==> config.mk <==
export PLATFORM = sky130hd
export DESIGN_NAME = bcd_time_keeper
export DESIGN_NICKNAME = d
export VERILOG_FILES = /design/src/rtl/bcd_time_keeper_pkg.sv /design/src/rtl/bcd_time_keeper_counter.sv /design/src/rtl/bcd_time_keeper.sv
export SDC_FILE = /design/constraint.sdc
export NUM_CORES = 1
export LEC_CHECK = 0
export ABC_AREA = 1
export CAP_MARGIN = 20
export CORE_ASPECT_RATIO = 0.9
export CORE_MARGIN = 5
export CORE_UTILIZATION = 59
export DETAILED_ROUTE_END_ITERATION = 12
export DONT_BUFFER_PORTS = 1
export PLACE_DENSITY = 0.72
export SLEW_MARGIN = 30
export SYNTH_ARGS = -nofsm -noshare
export SYNTH_HDL_FRONTEND = slang
export SYNTH_SLANG_ARGS = --single-unit
==> constraint.sdc <==
create_clock -name clk -period 1.7 [get_ports clk]
set_input_delay 0.17 -clock clk [delete_from_list [all_inputs] [get_ports clk]]
set_output_delay 0.17 -clock clk [all_outputs]
set_load 0.05 [all_outputs]
==> src/rtl/bcd_time_keeper_pkg.sv <==
// Shared BCD limits and helpers for the time-of-day keeper and its digit counters.
// The field maxima mirror the values used by the calibration and alarm blocks.
package bcd_time_keeper_pkg;

  localparam logic [7:0] BCD_SEC_MAX = 8'h59;
  localparam logic [7:0] BCD_MIN_MAX = 8'h59;
  localparam logic [7:0] BCD_HR_MAX  = 8'h23;

  typedef struct packed {
    logic [7:0] hr;
    logic [7:0] mn;
    logic [7:0] sd;
  } bcd_time_t;

  // Both digits must be decimal and the packed value must not exceed the field maximum.
  // Because both digits are decimal, a plain packed compare orders like the decimal value.
  function automatic logic bcd_field_ok(input logic [7:0] v, input logic [7:0] max_v);
    return (v[7:4] <= 4'd9) && (v[3:0] <= 4'd9) && (v <= max_v);
  endfunction

  function automatic logic bcd_time_ok(input bcd_time_t t);
    return bcd_field_ok(t.hr, BCD_HR_MAX) &&
           bcd_field_ok(t.mn, BCD_MIN_MAX) &&
           bcd_field_ok(t.sd, BCD_SEC_MAX);
  endfunction

  // Increment a packed BCD pair without any binary intermediate; the caller handles wrap at MAX.
  function automatic logic [7:0] bcd_inc(input logic [7:0] v);
    logic [7:0] res;
    if (v[3:0] == 4'd9) begin
      res = {v[7:4] + 4'd1, 4'd0};
    end else begin
      res = {v[7:4], v[3:0] + 4'd1};
    end
    return res;
  endfunction

endpackage

==> src/rtl/bcd_time_keeper_counter.sv <==
// Two-digit packed BCD modulo counter with synchronous load; wraps MAX -> 00 and
// raises a combinational carry on the increment that wraps.
module bcd_mod_counter
  import bcd_time_keeper_pkg::*;
#(
  parameter logic [7:0] MAX = 8'h59
) (
  input  logic       clk,
  input  logic       rst_n,
  input  logic       load,
  input  logic [7:0] load_val,
  input  logic       inc,
  output logic [7:0] val,
  output logic       carry
);

  logic [7:0] r_val;
  logic       w_at_max;

  assign w_at_max = (r_val == MAX);

  always_ff @(posedge clk) begin
    if (!rst_n) begin
      r_val <= 8'h00;
    end else if (load) begin
      r_val <= load_val;
    end else if (inc) begin
      r_val <= w_at_max ? 8'h00 : bcd_inc(r_val);
    end
  end

  assign val   = r_val;
  assign carry = inc && w_at_max;

endmodule

==> src/rtl/bcd_time_keeper.sv <==
// Free-running hh:mm:ss packed-BCD clock: divides clk to a 1 Hz tick, freezes while the
// user sets the time, and loads the calibrated time on the falling edge of set_mod.
module bcd_time_keeper
  import bcd_time_keeper_pkg::*;
#(
  parameter int TICK_DIV = 1000
) (
  input  logic       clk,
  input  logic       rst_n,
  input  logic       set_mod,
  input  logic [7:0] hr_cal,
  input  logic [7:0] mn_cal,
  input  logic [7:0] sd_cal,
  output logic [7:0] hr,
  output logic [7:0] mn,
  output logic [7:0] sd,
  output logic       tick_1hz,
  output logic       day_wrap,
  output logic       load_err
);

  localparam int             DW       = $clog2(TICK_DIV);
  localparam logic [DW-1:0]  DIV_LAST = DW'(TICK_DIV - 1);

  logic [DW-1:0] r_div;
  logic          r_set_mod_d;
  logic          r_tick;
  logic          r_wrap;
  logic          r_err;

  logic          w_load_req;
  logic          w_cal_ok;
  logic          w_load;
  logic          w_div_last;
  logic          w_tick;
  logic          w_sd_carry;
  logic          w_mn_carry;
  logic          w_hr_carry;
  bcd_time_t     w_cal;

  assign w_cal      = '{hr: hr_cal, mn: mn_cal, sd: sd_cal};
  assign w_load_req = !set_mod && r_set_mod_d;
  assign w_cal_ok   = bcd_time_ok(w_cal);
  assign w_load     = w_load_req && w_cal_ok;
  assign w_div_last = (r_div == DIV_LAST);
  // A load request (valid or not) swallows a tick that falls on the same edge.
  assign w_tick     = !w_load_req && !set_mod && w_div_last;

  always_ff @(posedge clk) begin
    if (!rst_n) begin
      r_set_mod_d <= 1'b0;
    end else begin
      r_set_mod_d <= set_mod;
    end
  end

  always_ff @(posedge clk) begin
    if (!rst_n) begin
      r_div <= '0;
    end else if (w_load_req || set_mod || w_div_last) begin
      r_div <= '0;
    end else begin
      r_div <= r_div + 1'b1;
    end
  end

  bcd_mod_counter #(.MAX(BCD_SEC_MAX)) u_sd (
    .clk      (clk),
    .rst_n    (rst_n),
    .load     (w_load),
    .load_val (sd_cal),
    .inc      (w_tick),
    .val      (sd),
    .carry    (w_sd_carry)
  );

  bcd_mod_counter #(.MAX(BCD_MIN_MAX)) u_mn (
    .clk      (clk),
    .rst_n    (rst_n),
    .load     (w_load),
    .load_val (mn_cal),
    .inc      (w_sd_carry),
    .val      (mn),
    .carry    (w_mn_carry)
  );

  bcd_mod_counter #(.MAX(BCD_HR_MAX)) u_hr (
    .clk      (clk),
    .rst_n    (rst_n),
    .load     (w_load),
    .load_val (hr_cal),
    .inc      (w_mn_carry),
    .val      (hr),
    .carry    (w_hr_carry)
  );

  // Pulses are registered so they line up with the edge that updates hr/mn/sd.
  always_ff @(posedge clk) begin
    if (!rst_n) begin
      r_tick <= 1'b0;
      r_wrap <= 1'b0;
      r_err  <= 1'b0;
    end else begin
      r_tick <= w_tick;
      r_wrap <= w_hr_carry;
      r_err  <= w_load_req && !w_cal_ok;
    end
  end

  assign tick_1hz = r_tick;
  assign day_wrap = r_wrap;
  assign load_err = r_err;

endmodule
Yosys cells after proc, flatten, opt, wreduce, memory -nomap -nowiden
Cells that the tools add are included.
- register bits: 38
- input port bits: 27
- word-level logic and storage cells: 78
- $add $sub $neg: 7
- order comparisons: 9
- eq/ne operators: 7
- muxes and demuxes: 12
- bitwise operators: 1
- reduce and logical (&&, ||, !) cells: 31
- operators with widths (operator ; count):
    $mux 8 ; 12
    $add 4x1->4 const B ; 6
    $le 4x4->1 const B ; 6
    $eq 8x7->1 const B ; 2
    $le 8x7->1 const B ; 2
    $logic_and 1x1->1 ; 16
    $eq 4x4->1 const B ; 3
    $add 10x1->10 const B ; 1
    $eq 10x10->1 const B ; 1
    $reduce_bool 3->1 ; 3
    $eq 8x6->1 const B ; 1
    $le 8x6->1 const B ; 1
    $reduce_and 2->1 ; 3
    $reduce_bool 2->1 ; 3
    $logic_not 1->1 ; 3
    $logic_or 1x1->1 ; 2
    $reduce_or 2->1 ; 1
    $not 1->1 ; 1

Depth between registers and ports, before layout
- depth in word-level cells: 9
- gate-level depth with buffers: 12
- mapped depth without buffers: 12

Cells and area by module
Synthesis repeated with hierarchy kept, for this count alone.
- cell total of the unflattened synthesis: 365
- area, all modules: 2489.9 µm²
- modules (own cells, without submodules) (module ; times used ; cells each ; area an instance (µm²)):
    bcd_mod_counter at u_mn ... ; 2 ; 88 ; 611.8
    bcd_time_keeper ; 1 ; 99 ; 715.7
    bcd_mod_counter at u_hr ; 1 ; 90 ; 550.5

Worst setup path after synthesis
No wires, ideal clock.
- path type: register to register
- from: register u_sd.r_val[0], in the netlist u_sd.val[0]
- to: register u_hr.r_val[0], in the netlist u_hr.val[0]
- library setup time: 0.119 ns
- arrival: 1.819 ns
- slack: -0.239 ns
- cell stages (with the launch flop): 11
- buffers on the path: 0
- cells stage by stage: dfxtp_1 ha_1 nand2_1 nor2_4 inv_4 nor2_8 inv_2 nor2_4 nand3_1 nand2_1 a21oi_1
- longest elaborated chain between the ends: 4
- ends and longest elaborated chain (what ; line ; text):
    start: declaration ; bcd_time_keeper_counter.sv:17 ; logic [7:0] r_val;
    start signal: assignment ; bcd_time_keeper_counter.sv:26 ; r_val <= load_val;
    start signal: assignment ; bcd_time_keeper_counter.sv:28 ; r_val <= w_at_max ? 8'h00 : bcd_inc(r_val);
    $eq 8x7->1 ; bcd_time_keeper_counter.sv:20 ; assign w_at_max = (r_val == MAX);
    $logic_and 1x1->1 (2 in a row) ; bcd_time_keeper_counter.sv:33 ; assign carry = inc && w_at_max;
    $reduce_bool 2->1 (no line) ; - ;
    end signal: assignment ; bcd_time_keeper_counter.sv:26 ;
    end signal: assignment ; bcd_time_keeper_counter.sv:28 ;
    end: declaration ; bcd_time_keeper_counter.sv:17 ;
No other way between the ends.
A chain may end at the register's enable or synchronous reset.

Final worst setup path
- from: register r_div[1]
- to: register u_sd.r_val[5], in the netlist u_sd.val[5]
- longest elaborated chain between the ends: 4
- ends and longest elaborated chain (what ; line ; text):
    start: declaration ; bcd_time_keeper.sv:25 ; logic [DW-1:0] r_div;
    start signal: assignment ; bcd_time_keeper.sv:63 ; r_div <= r_div + 1'b1;
    $eq 10x10->1 ; bcd_time_keeper.sv:45 ; assign w_div_last = (r_div == DIV_LAST);
    $logic_and 1x1->1 ; bcd_time_keeper.sv:47 ; assign w_tick = !w_load_req && !set_mod && w_div_last;
    $reduce_bool 2->1 (no line) ; - ;
    $reduce_and 2->1 (no line) ; - ;
No other way between the ends.

==> reports/results.ini <==
[setup_path]
reg2reg_depth=8
ff2ff_setup_slack_ps=50
worstPathRequired_ps=1890
rr_endpoint=u_sd.val[5]$_SDFFE_PN0P_
r2r-start=r_div[1]$_SDFF_PP0_
critPathLaunchType=register
arrival_ps=1840
path_max_fanout=3
end_kind=register
critical_path_class=register to register

[power]
p_per_area_mw_per_mm2=519
p_leak_nw=1.58
power_frac_clock_pct=39.8
switching_share_pct=25.3
seq_power_share_pct=55.5
ir_drop_uv=464
power_switching_uw=409
p_comb_share_pct=4.7
total_power_mw=1.62
p_int_mw=1.21

[synthesis]
synthArstFlopShare_pct=0
synth_edf_count=0
ys_ff_latch=38
synthFlopType=dfxtp_1
syn_area_mm2=0.00259
synth_cell_type_count=33
ys.warnings.count=0
ys_seq_area_share_pct=29.3
syn_inst=397
synth_nets=435
avgSynthCellArea_um2=6.53

[routing]
wirelength_um=6620
via_per_inst=5.32
drtIter0Drc=127
wl_per_cell_um=13.2
drc=0
ant_nets=0
firstDrtPassIters=4
vias=2669

[global_route]
grt_pass1_vias=2408
grt_max_degree=32
track_usage_pct=22.7
overflow=0
grt_pass1_wl_um=10600
antenna_found_initial=0

[sta]
tightest_slew_ps=725
setup_violations=0
max_freq_mhz=606
rsz0062_at_grt=yes
finalWorstPathRequiredPeriod_ps=1650
slew_headroom_pct=51.5
period_share_pct=97.1
finalHoldViolCount=0
setup_ws_ps=49.1
slew_viol_final=0
finClkSkew_ps=11.0

[clock_network]
numCtsBuffers=5
clkLatencyLatePin_ps=300
cts-root-buf=clkbuf_8
path_clk_slew_ps=90
cts_max_level=2
clk_path_buf_depth=2
cts.sink_count=38
cts_tree=yes

[placed_design]
gp_congestion=0.876
placed_cells=481
dp_hpwl_um=4790
place_area_mm2=0.00289
portBuffers=0
place_ws_ps=39.3

[outcome]
status=finished, final reports clean

[worst_hold_path]
hp-class=input pin to register
hp-start=rst_n
min_to=u_hr.val[2]$_SDFFE_PN0P_
whs_path_depth=2

[finish]
syn2layout_area_growth_pct=20.2
layout.nets=479
diodes=0
multi_input_area_mm2=0.00160
nFillCells=347
drive_gt1_share_pct=21.7
finalNonFillerCells=502
seqCellArea_um2=778
fin_area_mm2=0.00312

[floorplan]
die-area_mm2=0.00582
io-pin-count=54
start_util_pct=62.4
core-area_mm2=0.00416
die_y_um=72.9
rows=22
die_w_um=79.9

[run]
max_cap_viol_count=0

==> how the worst max path moves through the flow <==
stage / start / end / slack (ps)
global placement: r_div[0]$_SDFF_PP0_ / u_sd.val[6]$_SDFFE_PN0P_ / 70
global route: r_div[1]$_SDFF_PP0_ / u_hr.val[5]$_SDFFE_PN0P_ / -70
detailed placement: r_div[0]$_SDFF_PP0_ / u_sd.val[6]$_SDFFE_PN0P_ / 40
finish: r_div[1]$_SDFF_PP0_ / u_sd.val[5]$_SDFFE_PN0P_ / 50
floorplan: u_sd.val[0]$_SDFFE_PN0P_ / u_hr.val[0]$_SDFFE_PN0P_ / -6
CTS: r_div[1]$_SDFF_PP0_ / u_sd.val[6]$_SDFFE_PN0P_ / 9
==> power by group through the flow <==
stage                     registers [mW]  logic, mW  clock network, mW
after floorplan                    0.920     0.0477                  0
after global placement             0.919     0.0548                  0
after detailed placement           0.919     0.0557                  0
after CTS                          0.898     0.0687              0.645
after global routing               0.899     0.0841              0.690
final                              0.898     0.0763              0.644
==> area by class of cell <==
class                   instances  share of cell area (%)
flip-flops and latches         38                    25.0
inverters                      54                    6.70
clock inverters                 3                   0.682
well taps                      60                    2.41
repair buffers                 47                    11.6
clock buffers                   5                    2.21
multi-input cells             295                    51.4
==> metrics by stage <==
stage               hold WS [ps]  TNS (ps)  utilization [%]
finish                      8.35         0             75.0
global route               0.617      -219             75.0
CTS                         1.30         0             72.6
detailed placement           269         0             69.5
global placement             267         0             69.5
floorplan                    263     -6.16                -
==> routing by layer <==
layer / up-vias / track usage, % / part of all wire (%)
met1: 1204 / 29.7 / 44
met4: 0 / 5.25 / 2.1
met3: 16 / 6.91 / 8.3
met5: - / 0 / 0
li1: 1352 / - / -
met2: 97 / 36.8 / 46
==> repair_timing <==
action                                 in CTS  in global routing
setup endpoints to repair                   1                 24
endpoints found under the hold margin      18                  2
resized for setup                           2                  9
hold buffers                                3                  1
setup buffers                               1                  8
pin swaps                                   3                  6
gates cloned                                0                  0
==> registers in the layout, indices dropped and copies added, names as in the netlist <==
| register | count |
|---|---|
| load_err | 1 |
| u_hr.val | 8 |
| r_set_mod_d | 1 |
| tick_1hz | 1 |
| r_div | 10 |
| day_wrap | 1 |
| u_sd.val | 8 |
| u_mn.val | 8 |
==> cells in the final DEF (no fill, tap or decap), types with 2 or more instances in the layout <==
master,count
xnor2_1,2
xor2_1,8
nor3_1,9
o21a_1,3
clkbuf_8,5
dfxtp_1,26
dlygate4sd3_1,4
nand2_1,96
nand3b_1,2
nand3_4,2
nor2_8,2
ha_1,10
nor4_1,2
nor2_2,4
inv_2,5
buf_4,43
nor3b_1,2
o21ai_1,9
clkinvlp_4,2
nor2_1,57
dfxtp_2,11
a21oi_1,10
nor2_4,6
inv_1,47
nand4_1,15
nand2_2,5
nand3_1,40
nand2_4,3
o21ai_0,2
==> critical path: stages, from the launching register on <==
cell and delay, ps:
dfxtp_2 370, ha_4 180, nand2_4 70, nor2_4 150
nand4_1 210, buf_4 220, o21a_1 180, nor2_1 110
nor2_1 60
==> synthesized netlist by cell type, drive strengths merged (2+ instances only) <==
cell type | instances | area, um^2
nor3 | 9 | 45.0
clkbuf | 4 | 15.0
nand3b | 2 | 15.0
o21ai | 12 | 71.3
ha | 11 | 138
xor2 | 8 | 70.1
nand3 | 43 | 245
nor2 | 69 | 347
a21oi | 10 | 50.1
nor4 | 2 | 12.5
nand2 | 104 | 418
xnor2 | 2 | 17.5
buf | 6 | 30.0
nand4 | 15 | 93.8
inv | 53 | 201
o21a | 3 | 22.5
dfxtp | 38 | 761
nor3b | 2 | 15.0
==> cells by family after synthesis <==
| logic type | Yosys count | share of synthesized area [%] |
|---|---|---|
| XOR/XNOR | 10 | 3.38 |
| adder cells (fa/ha/maj) | 11 | 5.31 |
| flip-flops | 38 | 29.3 |
| buffers and inverters | 64 | 9.65 |
| AND/OR/NAND/NOR | 247 | 46.2 |
| AO/OA/AOI/OAI | 27 | 6.13 |
Power figures use the tool's default switching activity.
